--- config.mk ---
export PLATFORM = sky130hd
export DESIGN_NAME = pred_alu_pipe
export DESIGN_NICKNAME = d
export VERILOG_FILES = /design/src/rtl/pred_alu_pipe.sv
export SDC_FILE = /design/constraint.sdc
export NUM_CORES = 1
export LEC_CHECK = 0
export BUFFER_PORTS_ARGS = -buffer_cell sky130_fd_sc_hd__buf_2
export CORE_AREA = 2 2 59 83
export CTS_CLUSTER_DIAMETER = 120
export CTS_CLUSTER_SIZE = 28
export DETAILED_ROUTE_END_ITERATION = 8
export DIE_AREA = 0 0 61 85
export GPL_TIMING_DRIVEN = 0
export PLACE_DENSITY_LB_ADDON = 0.15
export SETUP_SLACK_MARGIN = 0.5
export SLEW_MARGIN = 20
export SYNTH_ARGS = -nofsm -noshare
export SYNTH_HDL_FRONTEND = slang
export SYNTH_SLANG_ARGS = --single-unit
--- constraint.sdc ---
create_clock -name clk -period 7.4 [get_ports clk]
set_clock_uncertainty 0.1 [all_clocks]
set_input_delay 0.74 -clock clk [delete_from_list [all_inputs] [get_ports clk]]
set_output_delay 0.74 -clock clk [all_outputs]
set_load 0.05 [all_outputs]
--- src/rtl/pred_alu_pipe.sv ---
`default_nettype none
// ============================================================================
// Module   : pred_alu_pipe
// Brief    : Predicate register file with a one-stage predicate/compare unit.
//            Define PRED_BYPASS_EN to forward the staged result to operands;
//            without it, dependent predicate ops stall until the producer retires.
// Revision : 1.0 - initial release
// ============================================================================
module pred_alu_pipe #(
    parameter int DATA_W   = 32,
    parameter int NUM_PRED = 8,
    parameter int PIDX_W   = 3
) (
    input  logic                clk,
    input  logic                rst,
    input  logic                in_valid,
    output logic                in_ready,
    input  logic [3:0]          pred_op,
    input  logic [DATA_W-1:0]   srcA,
    input  logic [DATA_W-1:0]   srcB,
    input  logic [PIDX_W-1:0]   psrcA,
    input  logic [PIDX_W-1:0]   psrcB,
    input  logic [PIDX_W-1:0]   pdst,
    output logic                out_valid,
    input  logic                out_ready,
    output logic                out_result,
    output logic [PIDX_W-1:0]   out_dst,
    output logic                out_wr,
    output logic                out_illegal,
    output logic [NUM_PRED-1:0] pred_file
);

    localparam logic [3:0] c_op_nop = 4'd0;
    localparam logic [3:0] c_op_and = 4'd1;
    localparam logic [3:0] c_op_or  = 4'd2;
    localparam logic [3:0] c_op_xor = 4'd3;
    localparam logic [3:0] c_op_not = 4'd4;
    localparam logic [3:0] c_op_ltz = 4'd5;
    localparam logic [3:0] c_op_eqz = 4'd6;
    localparam logic [3:0] c_op_eq  = 4'd7;
    localparam logic [3:0] c_op_ne  = 4'd8;
    localparam logic [3:0] c_op_lt  = 4'd9;
    localparam logic [3:0] c_op_ltu = 4'd10;
    localparam logic [3:0] c_op_ge  = 4'd11;
    localparam logic [3:0] c_op_geu = 4'd12;

    logic                r_out_valid;
    logic                r_out_result;
    logic [PIDX_W-1:0]   r_out_dst;
    logic                r_out_wr;
    logic                r_out_illegal;
    logic [NUM_PRED-1:1] r_pred;

    logic [NUM_PRED-1:0] w_file;
    logic                w_pa;
    logic                w_pb;
    logic                w_stall;
    logic                w_result;
    logic                w_known_op;
    logic                w_illegal;
    logic                w_wr;
    logic                w_accept;
    logic                w_retire;

    // p0 is not stored; it always reads as 1.
    assign w_file = {r_pred, 1'b1};

    // Out-of-range indices (NUM_PRED not a power of two) read as 0.
    function automatic logic read_pred(input logic [PIDX_W-1:0] idx,
                                       input logic [NUM_PRED-1:0] file);
        logic v;
        v = 1'b0;
        for (int i = 0; i < NUM_PRED; i++) begin
            if (idx == PIDX_W'(i)) v = file[i];
        end
        return v;
    endfunction

`ifdef PRED_BYPASS_EN
    always_comb begin
        w_pa = read_pred(psrcA, w_file);
        w_pb = read_pred(psrcB, w_file);
        if (r_out_valid && r_out_wr && (r_out_dst == psrcA) && (psrcA != '0)) w_pa = r_out_result;
        if (r_out_valid && r_out_wr && (r_out_dst == psrcB) && (psrcB != '0)) w_pb = r_out_result;
    end
    assign w_stall = 1'b0;
`else
    assign w_pa = read_pred(psrcA, w_file);
    assign w_pb = read_pred(psrcB, w_file);
    // Only predicate-reading ops can depend on the staged result; NOT uses pa only.
    assign w_stall = in_valid && r_out_valid && r_out_wr && (r_out_dst != '0)
                   && (pred_op >= c_op_and) && (pred_op <= c_op_not)
                   && ((r_out_dst == psrcA)
                       || ((pred_op <= c_op_xor) && (r_out_dst == psrcB)));
`endif

    always_comb begin
        w_result   = 1'b0;
        w_known_op = 1'b1;
        w_illegal  = 1'b0;
        case (pred_op)
            c_op_nop: w_known_op = 1'b0;
            c_op_and: w_result = w_pa & w_pb;
            c_op_or:  w_result = w_pa | w_pb;
            c_op_xor: w_result = w_pa ^ w_pb;
            c_op_not: w_result = ~w_pa;
            c_op_ltz: w_result = srcA[DATA_W-1];
            c_op_eqz: w_result = (srcA == '0);
            c_op_eq:  w_result = (srcA == srcB);
            c_op_ne:  w_result = (srcA != srcB);
            c_op_lt:  w_result = ($signed(srcA) < $signed(srcB));
            c_op_ltu: w_result = (srcA < srcB);
            c_op_ge:  w_result = ($signed(srcA) >= $signed(srcB));
            c_op_geu: w_result = (srcA >= srcB);
            default: begin
                w_known_op = 1'b0;
                w_illegal  = 1'b1;
            end
        endcase
    end

    assign w_wr     = w_known_op && (pdst != '0);
    assign in_ready = (!r_out_valid || out_ready) && !w_stall;
    assign w_accept = in_valid && in_ready;
    assign w_retire = r_out_valid && out_ready;

    always_ff @(posedge clk or posedge rst) begin
        if (rst) begin
            r_out_valid   <= 1'b0;
            r_out_result  <= 1'b0;
            r_out_dst     <= '0;
            r_out_wr      <= 1'b0;
            r_out_illegal <= 1'b0;
        end else if (w_accept) begin
            r_out_valid   <= 1'b1;
            r_out_result  <= w_result;
            r_out_dst     <= pdst;
            r_out_wr      <= w_wr;
            r_out_illegal <= w_illegal;
        end else if (w_retire) begin
            r_out_valid   <= 1'b0;
        end
    end

    genvar gi;
    generate
        for (gi = 1; gi < NUM_PRED; gi++) begin : g_pred_reg
            localparam logic [PIDX_W-1:0] c_idx = PIDX_W'(gi);
            always_ff @(posedge clk or posedge rst) begin
                if (rst) begin
                    r_pred[gi] <= 1'b0;
                end else if (w_retire && r_out_wr && (r_out_dst == c_idx)) begin
                    r_pred[gi] <= r_out_result;
                end
            end
        end
    endgenerate

    assign out_valid   = r_out_valid;
    assign out_result  = r_out_result;
    assign out_dst     = r_out_dst;
    assign out_wr      = r_out_wr;
    assign out_illegal = r_out_illegal;
    assign pred_file   = w_file;

endmodule
`default_nettype wire

==> results of run 1 <==
==> registers in the layout (all words and copies together) (netlist names) <==
| signal | flops |
|---|---|
| out_dst | 3 |
| out_result | 1 |
| pred_file | 7 |
| out_valid | 1 |
| out_illegal | 1 |
| out_wr | 1 |
==> per-layer routing <==
layer | track usage [%] | routed length (µm) | part of all wire, %
met1 | 20.0 | 1950 | 40
met2 | 37.4 | 2590 | 53
met3 | 2.13 | 269 | 5.5
met4 | 6.52 | 112 | 2.3
met5 | 0 | 0 | 0
==> how the worst max path moves through the flow <==
| stage | startpoint | end |
|---|---|---|
| after floorplan | pred_op[3] | out_result$_DFFE_PP0P_ |
| final | srcA[5] | out_result$_DFFE_PP0P_ |
| after global placement | srcA[31] | out_result$_DFFE_PP0P_ |
| after global routing | srcA[31] | out_result$_DFFE_PP0P_ |
| after CTS | srcA[31] | out_result$_DFFE_PP0P_ |
| after detailed placement | srcA[31] | out_result$_DFFE_PP0P_ |
==> area by class of cell <==
| type | instances | area, µm² | share of cell area [%] |
|---|---|---|---|
| multi-input combinational | 177 | 1410 | 55.8 |
| tap | 62 | 77.6 | 3.07 |
| buffer | 4 | 21.3 | 0.841 |
| clock buffer | 4 | 55.1 | 2.18 |
| inverter | 38 | 143 | 5.64 |
| timing repair buffer | 94 | 470 | 18.6 |
| sequential | 14 | 350 | 13.9 |
==> synth_stat cells, types with 2 or more instances <==
master / number / area share [%]
xor2_1: 3 / 1.4
buf_2: 2 / 0.52
mux2i_1: 2 / 1.0
nor2b_1: 3 / 0.97
nor3_1: 8 / 2.1
nor4_1: 10 / 3.2
o21ai_0: 5 / 1.3
dfrtp_1: 14 / 18
nand3_1: 9 / 2.3
xnor2_1: 4 / 1.8
mux2_2: 13 / 7.6
nand4b_1: 3 / 1.4
ha_1: 34 / 22
o211ai_1: 2 / 0.78
nand2b_1: 3 / 0.97
nand4_1: 10 / 3.2
inv_1: 38 / 7.4
mux4_2: 2 / 2.3
a21o_1: 4 / 1.6
nand2_1: 10 / 1.9
a221oi_1: 2 / 0.91
a21oi_2: 2 / 0.91
a211oi_1: 2 / 0.78
a21oi_1: 13 / 3.4
nor2_1: 14 / 2.7
==> stage by stage <==
step | setup WS, ps | util, % | hold WS, ps
2_1_floorplan | 4090 | - | 529
3_3_place_gp | 4230 | 55.4 | 385
3_5_place_dp | 4220 | 55.4 | 390
4_1_cts | 4470 | 56.7 | 403
5_1_grt | 4250 | 56.7 | 442
6_report | 4480 | 56.7 | 401
==> power groups by stage <==
| stage | registers [W] | clock network [W] | logic (W) |
|---|---|---|---|
| final | 0.000128 | 0.0000752 | 0.000267 |
| after global routing | 0.000132 | 0.0000779 | 0.000289 |
| after CTS | 0.000128 | 0.0000760 | 0.000269 |
| after detailed placement | 0.000129 | 0 | 0.000268 |
| after global placement | 0.000128 | 0 | 0.000264 |
| after floorplan | 0.000206 | 0 | 0.000110 |
==> layout by cell type, fill, tap and decap left out, types with 2 or more instances in the layout <==
cell type,synthesis,routed
buf_2,2,96
inv_1,38,38
ha_1,34,34
nor2_1,14,14
dfrtp_1,14,14
mux2_2,13,13
a21oi_1,13,13
nand4_1,10,10
nand2_1,10,10
nor4_1,10,10
nand3_1,9,9
nor3_1,8,8
o21ai_0,5,5
xnor2_1,4,4
a21o_1,4,4
clkbuf_8,0,4
nand2b_1,3,3
nand4b_1,3,3
xor2_1,3,3
nor2b_1,3,3
mux4_2,2,2
mux2i_1,2,2
a221oi_1,2,2
a211oi_1,2,2
a21oi_2,2,2
o211ai_1,2,2
==> cells by family after synthesis <==
| kind of cell | Yosys count |
|---|---|
| AO/OA/AOI/OAI | 42 |
| XOR/XNOR | 7 |
| adder cells (fa/ha/maj) | 34 |
| buffers and inverters | 42 |
| flip-flops | 14 |
| multiplexers | 17 |
| other | 1 |
| AND/OR/NAND/NOR | 76 |
==> critical path, stage by stage <==
cell and delay [ps]:
buf_2 110, ha_1 300, a21oi_1 160, o21ai_0 130, a221o_1 340, o31a_1 350, a2111oi_1 340, a211oi_1 110
o41a_1 380
==> results.toml, run 1 <==
[hold_path]
min_path_type = "flop to flop"
hold_path_depth = 1
min_to = "out_illegal$_DFFE_PP0P_"
min_from = "out_illegal$_DFFE_PP0P_"

[die]
die_x_um = 61
coreArea_um2 = 4460
pin_count = 97
start_util_pct = 43.1
die_h_um = 85
row_count = 29
dieArea_um2 = 5190

[setup_path]
rr_startpoint = "pred_file[7]$_DFFE_PP0P_"
rrSetupSlack_ps = 4720
path_class = "input pin to flop"
required_ps = 7430
worst_ep_arrival_time_ps = 2940
critPathLaunchType = "input pin"
crit_path_max_fanout = 4
r2r_cells = 9
end_kind = "flop"
r2r_end = "out_result$_DFFE_PP0P_"

[timing]
tightestPinTransition_ps = 628
drv_slew = 0
relSlewSlack_pct = 57.8
fin_crit_ps = 2920
hold_viol_final = 0
fmax_mhz = 343
rsz0062_at_grt = "false"
finalSetupTns_ps = 0
setup_violations = 0
fin_crit_sh_pct = 39.4

[flow_run]
drv_cap = 0

[route]
first_iter_violations = 41
detail_route.first_pass.iterations = 4
drc = 0
vias = 2048
ant_nets = 0
wl_per_cell_um = 12.5
avgViaCountPerCell = 5.21
wl_mm = 4.92

[place]
placed_cell_area_um2 = 2470
gp_congestion = 0.836
dpl.hpwl_mm = 4.34
placed_cells = 389
portBuffers = 94

[power]
p_int_w = 0.000247
switchingPower_w = 0.000223
p_seq_share_pct = 27.2
swShare_pct = 47.5
power_w = 0.000470
vdd_drop_max_mv = 0.240
p_leak_nw = 1.35
p_clk_share_pct = 16.0
powerDensity_nw_per_um2 = 186
comb_power_share_pct = 56.8

[cells_and_area]
nFillCells = 479
drive_above_1_share_pct = 36.3
syn_to_final_growth_pct = 31.3
fin_area_um2 = 2530
final_cells = 393
fin_nets = 447
diodes = 0

[global_routing]
grt_overflow = 0
grt_pass1_vias = 2041
antenna_found_initial = 0
grt_pass1_wl_mm = 7.89
grt_max_degree = 15
track_usage_pct = 19.2

[clocking]
cts_tree = "built"
clk-insertion-delay-late_ps = 250
cts_hold_buffers = 0
clkTransAtPathRegs_ps = 60
htreeDepth = 1
cts_setup_buffers = 0
cts.sinks = 14
cts_max_path_buffers = 2
cts-root-buf = "clkbuf_8"
cts_resized = 0
numCtsBuffers = 3

[logic_synthesis]
syn_avg_cell_area_um2 = 8.26
yosysWarnings = 0
synthDistinctLibCells = 46
synth-simple-area-share_pct = 21.9
synth_compound_area_share_pct = 14.9
synth_top_family_by_area = "adder cells"
synthMuxAreaShare_pct = 11.0
synth_flop_cell = "dfrtp_1"
syn_nets = 348
async_flop_share_pct = 100
synth_edf_count = 0
synth_xor_area_share_pct = 3.18
synthAdderAreaFrac_pct = 22.1
syn_inst = 233
synth_seq_cells = 14
syn-cell-area_um2 = 1930
synth_seq_area_share_pct = 18.2

[status]
run_status = "complete, no violations"
No activity file was read; power rests on OpenSTA's default activity.
==> run 2: changes to the inputs <==
ABC_AREA = 1   (was unset)
CORE_AREA = 2 2 62 88   (was 2 2 59 83)
DIE_AREA = 0 0 64 90   (was 0 0 61 85)
clock period = 2.38 ns   (was 7.4 ns; I/O delays follow)
==> run 2 against run 1 <==
Net effect: core utilization grew 0.41 points; largest power group unchanged; count of clock-buffer cells in the layout unchanged; sequential cell count unchanged; critical path depth shrank 2; worst hold slack lost 280 ps.
==> results.toml, run 2 <==
[status]
run_status = "complete, no violations"

[logic_synthesis]
syn_inst = 341
post-synth-top-count-cell = "nand2_1"
synth_top_area_share_pct = 20.6
syn_avg_cell_area_um2 = 6.07
synth_flop_cell = "dfrtp_1"
yosysTopAreaCell = "ha_1"
synthDistinctLibCells = 30
synth_seq_cells = 14
yosysWarnings = 0
async_flop_share_pct = 100
syn-cell-area_um2 = 2070
synth_area_leaders = "ha_1 (21%), dfrtp_1 (17%), nand2_1 (16%), inv_1 (12%), nor2_1 (7.4%)"
synth_edf_count = 0
syn_nets = 456
yosys-top-cells-count = "nand2_1 (87), inv_1 (66), nor2_1 (41), ha_1 (34), nand3_1 (23)"
synth_seq_area_share_pct = 16.9

[timing]
rsz0062_at_grt = "true"
setup_violations = 0
fin_crit_sh_pct = 80.8
fmax_mhz = 520
finalSetupTns_ps = 0
fin_crit_ps = 1920
drv_slew = 0
hold_viol_final = 0
relSlewSlack_pct = 62.8
tightestPinTransition_ps = 557

[die]
die_x_um = 64
row_count = 31
coreArea_um2 = 5000
start_util_pct = 41.4
die_h_um = 90
dieArea_um2 = 5760
pin_count = 97

[route]
ant_nets = 0
vias = 2480
detail_route.first_pass.iterations = 4
avgViaCountPerCell = 4.81
drc = 0
wl_per_cell_um = 10.4
wl_mm = 5.38
first_iter_violations = 81

[clocking]
cts_tree = "built"
numCtsBuffers = 3
cts_max_path_buffers = 2
clk-insertion-delay-late_ps = 250
cts-root-buf = "clkbuf_8"
clkTransAtPathRegs_ps = 60
htreeDepth = 1
cts.sinks = 14

[place]
dpl.hpwl_mm = 4.67
gp_congestion = 0.816
portBuffers = 95
placed_cells = 502
placed_cell_area_um2 = 2650

[cells_and_area]
fin_util_pct = 57.1
fin_nets = 566
syn_to_final_growth_pct = 38.0
largest_register_ffs = 7
drive_above_1_share_pct = 32.2
fin_area_um2 = 2860
mostFrequentLayoutCell = "buf_2"
most-common-layout-cells = "buf_2 (95), nand2_1 (84), inv_1 (65)"
final_cells = 516
diodes = 0

[setup_path]
cp_slowest_stage_delay_ps = 370
end_kind = "output port"
rr_startpoint = "pred_file[2]$_DFFE_PP0P_"
slowest_stage = "dfrtp_1"
worst_ep_arrival_time_ps = 1590
critPathLaunchType = "flop"
cp_top_family = "buffers and inverters"
required_ps = 2040
r2r_cells = 15
crit_chain = "buf_2, inv_1, a21oi_1, nand3_1, o31ai_2, a21oi_4, buf_4"
crit_path_max_fanout = 7
critPathBufInv = 3
rrSetupSlack_ps = 460
path_class = "flop to output port"
r2r_end = "out_result$_DFFE_PP0P_"

[power]
powerDensity_nw_per_um2 = 524
swShare_pct = 48.1
comb_power_share_pct = 59.5
p_clk_share_pct = 15.4
switchingPower_w = 0.000719
p_leak_nw = 1.71
p_int_w = 0.000776
vdd_drop_max_mv = 0.536
p_seq_share_pct = 25.1

[flow_run]
drv_cap = 0

[global_routing]
grt_max_degree = 15
grt_pass1_wl_mm = 9.03
antenna_found_initial = 0
grt_pass1_vias = 2364
track_usage_pct = 18.5
grt_overflow = 0

[hold_path]
hold_path_depth = 3
min_from = "pdst[2]"
min_to = "out_dst[2]$_DFFE_PP0P_"
min_path_type = "input pin to flop"
-- run 2: worst reg2reg max path, delay by kind of cell (launching register included) --
family | cells | cell delay, ps
simple gates | 10 | 710
fa+ha+maj | 1 | 240
flops | 1 | 420
compound gates | 3 | 260
buf+inv | 1 | 90
-- run 2: repair_timing --
item | in CTS | in global routing
hold buffers | 1 | 0
setup buffers | 4 | 5
hold endpoints to repair | 14 | 0
pin swaps | 5 | 11
setup endpoints to repair | 6 | 4
gates resized for setup | 2 | 14
-- run 2: worst max-delay path by stage --
stage,from,to,cells past startpoint
final,out_dst[1]$_DFFE_PP0P_,in_ready,7
after CTS,pred_file[7]$_DFFE_PP0P_,out_result$_DFFE_PP0P_,15
after floorplan,out_dst[1]$_DFFE_PP0P_,out_wr$_DFFE_PP0P_,8
after detailed placement,srcA[31],out_result$_DFFE_PP0P_,15
after global placement,psrcA[1],out_result$_DFFE_PP0P_,17
after global routing,pred_file[2]$_DFFE_PP0P_,out_result$_DFFE_PP0P_,15
-- run 2: per-layer routing --
layer  vias up  global-route usage, %  share of wire (%)
li1       1303                      -                  -
met1      1094                   18.8                 38
met2        75                   38.2                 56
met3         8                   1.38                4.8
met4         0                   4.71                1.2
met5         -                      0                  0
-- run 2: area by class of cell --
| cell class | instances | area, µm² |
|---|---|---|
| plain buffers | 2 | 12.5 |
| clock buffers | 4 | 55.1 |
| fillers | 498 | 2150 |
| inverters | 70 | 263 |
| multi-input cells | 255 | 1530 |
| flip-flops and latches | 14 | 359 |
| well taps | 66 | 82.6 |
| repair buffers | 105 | 556 |
-- run 2: per-stage QoR --
step / hold WS, ps / worst slack (ps) / total power [W]
finish: 120 / 456 / 0.00150
CTS: 120 / 414 / 0.00144
global route: 138 / 237 / 0.00161
detailed placement: 205 / 367 / 0.00116
global placement: 200 / 377 / 0.00115
floorplan: 26.7 / 401 / 0.000925
-- run 2: kinds of logic after synthesis --
group	share of synthesized area (%)
AND/OR/NAND/NOR	35.9
buffers and inverters	13.3
flip-flops	16.9
adder cells (fa/ha/maj)	20.6
XOR/XNOR	1.69
AO/OA/AOI/OAI	11.5
other	0.181
-- run 2: power groups by stage --
stage,Combinational (W),Sequential [W],Clock (W)
final,0.000890,0.000375,0.000230
after global routing,0.000982,0.000387,0.000245
after CTS,0.000833,0.000372,0.000232
after detailed placement,0.000777,0.000385,0
after global placement,0.000768,0.000386,0
after floorplan,0.000318,0.000607,0
==> run 3: changes to the inputs <==
clock period = 1.7 ns   (was 2.38 ns; I/O delays follow)
==> run 3 against run 2 <==
Net effect: the flow now finishes with violations (negative setup slack); core utilization increased by 1.8 points; combinational power up 45%; global-route usage grew 1.3 points; sequential power up 48%; total power grew 45%; routed wire length increased by 4.0%; non-clock buffer count shrank 1; sequential cell count did not move; critical path depth is 8 higher; via count decreased by 0.28%; critical endpoint is now out_result$_DFFE_PP0P_; largest power group unchanged.
==> results.toml, run 3 (synthesis gave the netlist of run 2 again) <==
[status]
run_status = "finished, violations left"
failed_checks = "negative setup slack"

[timing]
hold_viol_final = 0
setup_ws_ps = -272
drv_slew = 0
tightestPinTransition_ps = 546
rsz0062_at_grt = "true"
fin_crit_ps = 1970
fmax_mhz = 507
fin_crit_sh_pct = 116
finalSetupTns_ps = -379
relSlewSlack_pct = 63.6
setup_violations = 2

[die]
start_util_pct = 41.4
dieArea_um2 = 5760
row_count = 31
die_h_um = 90
pin_count = 97
die_x_um = 64
coreArea_um2 = 5000

[cells_and_area]
most-common-layout-cells = "buf_2 (87), nand2_1 (79), inv_1 (62)"
fin_nets = 565
diodes = 0
mostFrequentLayoutCell = "buf_2"
largest_register_ffs = 7
final_cells = 515
drive_above_1_share_pct = 35.0
fin_area_um2 = 2950
syn_to_final_growth_pct = 42.4

[power]
switchingPower_w = 0.00104
powerDensity_nw_per_um2 = 735
swShare_pct = 48.2
p_clk_share_pct = 14.9
p_seq_share_pct = 25.6
p_leak_nw = 1.71
p_int_w = 0.00112
comb_power_share_pct = 59.5
vdd_drop_max_mv = 0.692
power_w = 0.00217

[clocking]
numCtsBuffers = 3
cts_tree = "built"
clk-insertion-delay-late_ps = 250
cts.sinks = 14
clkTransAtPathRegs_ps = 60
htreeDepth = 1
cts-root-buf = "clkbuf_8"
cts_max_path_buffers = 2

[place]
gp_congestion = 0.858
placed_cells = 502
dp_slack_ps = -340
placed_cell_area_um2 = 2700
dpl.hpwl_mm = 4.75
portBuffers = 95

[setup_path]
cp_top_family = "simple AND/OR/NAND/NOR gates"
critPathLaunchType = "flop"
worst_ep_arrival_time_ps = 2010
critPathBufInv = 0
crit_path_max_fanout = 4
path_class = "flop to flop"
cp_common_cell = "nand2_1"
cp_slowest_stage_delay_ps = 430
end_kind = "flop"
required_ps = 1740
slowest_stage = "dfrtp_2"
crit_chain = "a21oi_2, o21ai_1, nand3_1, nand2_1, ha_1, nand2_1, o211ai_1, nand2_1, nand3_1, a21oi_1, nand2_1, nor2_1, nand3_1, nand2_1, nand2_1"

[route]
first_iter_violations = 42
ant_nets = 0
avgViaCountPerCell = 4.80
vias = 2473
wl_mm = 5.60
wl_per_cell_um = 10.9
detail_route.first_pass.iterations = 4
drc = 0

[flow_run]
drv_cap = 0

[hold_path]
min_path_type = "input pin to flop"

[global_routing]
track_usage_pct = 19.8
grt_overflow = 0
antenna_found_initial = 0
grt_max_degree = 15
grt_pass1_wl_mm = 9.52
grt_pass1_vias = 2445
-- run 3: cell count changes in the layout (fill, tap and decap cells not counted), moves of 4 or more --
cell     before  now
nand2_1      84   79
inv_4         0    4
o21ai_0       7    2
buf_4        11    7
dfrtp_2       7   12
buf_6         0    6
buf_2        95   87
dfrtp_1       7    2
o21ai_1       6   10
-- run 3: power by group through the flow --
stage                     combinational (W)  sequential [W]  clock, W
after floorplan                    0.000470        0.000857         0
after global placement              0.00109        0.000553         0
after detailed placement            0.00111        0.000553         0
after CTS                           0.00126        0.000546  0.000326
after global routing                0.00142        0.000567  0.000341
final                               0.00129        0.000554  0.000323
-- run 3: per-stage QoR --
stage	util, %	hold slack, ps
global placement	53.9	140
finish	58.9	48.4
CTS	58.0	54.0
detailed placement	53.9	144
global route	58.9	78.8
floorplan	-	-41.6
-- run 3: worst reg2reg max path: stages (launching register included) --
cell and delay, ps:
dfrtp_2 430, a21oi_2 130, o21ai_1 70, nand3_1 70, nand2_1 70, ha_1 280, nand2_1 60, o211ai_1 80
nand2_1 60, nand3_1 60, a21oi_1 110, nand2_1 70, nor2_1 90, nand3_1 80, nand2_1 60, nand2_1 40
-- run 3: worst paths after layout --
check	start	to	slack (ps)	depth (start not counted)
max reg2reg	pred_file[7]$_DFFE_PP0P_	out_result$_DFFE_PP0P_	-270	15
max	pred_file[7]$_DFFE_PP0P_	out_result$_DFFE_PP0P_	-270	15
min in group asynchronous	rst	out_valid$_DFFE_PP0P_	410	3
min reg2reg	pred_file[2]$_DFFE_PP0P_	pred_file[2]$_DFFE_PP0P_	420	2
max in group asynchronous	rst	pred_file[7]$_DFFE_PP0P_	700	3
min	pdst[0]	out_dst[0]$_DFFE_PP0P_	50	3
-- run 3: per-layer routing --
| metal | wire length [µm] | track usage [%] | up-vias |
|---|---|---|---|
| met3 | 280 | 1.25 | 14 |
| met1 | 2020 | 19.8 | 1088 |
| li1 | - | - | 1295 |
| met4 | 110 | 6.34 | 0 |
| met2 | 3190 | 40.9 | 76 |
| met5 | 0 | 0 | - |
-- run 3: area by class of cell --
type | instances | area [µm²]
fillers | 521 | 2060
repair buffers | 104 | 599
flip-flops and latches | 14 | 365
plain buffers | 2 | 18.8
clock buffers | 4 | 55.1
well taps | 66 | 82.6
multi-input cells | 255 | 1550
inverters | 70 | 278
-- run 3: timing repair --
action	CTS	global route
resized for setup	21	16
pin swaps	7	4
setup buffers	8	0
endpoints found under the setup margin	13	21
endpoints found under the hold margin	14	0
hold buffers	1	0
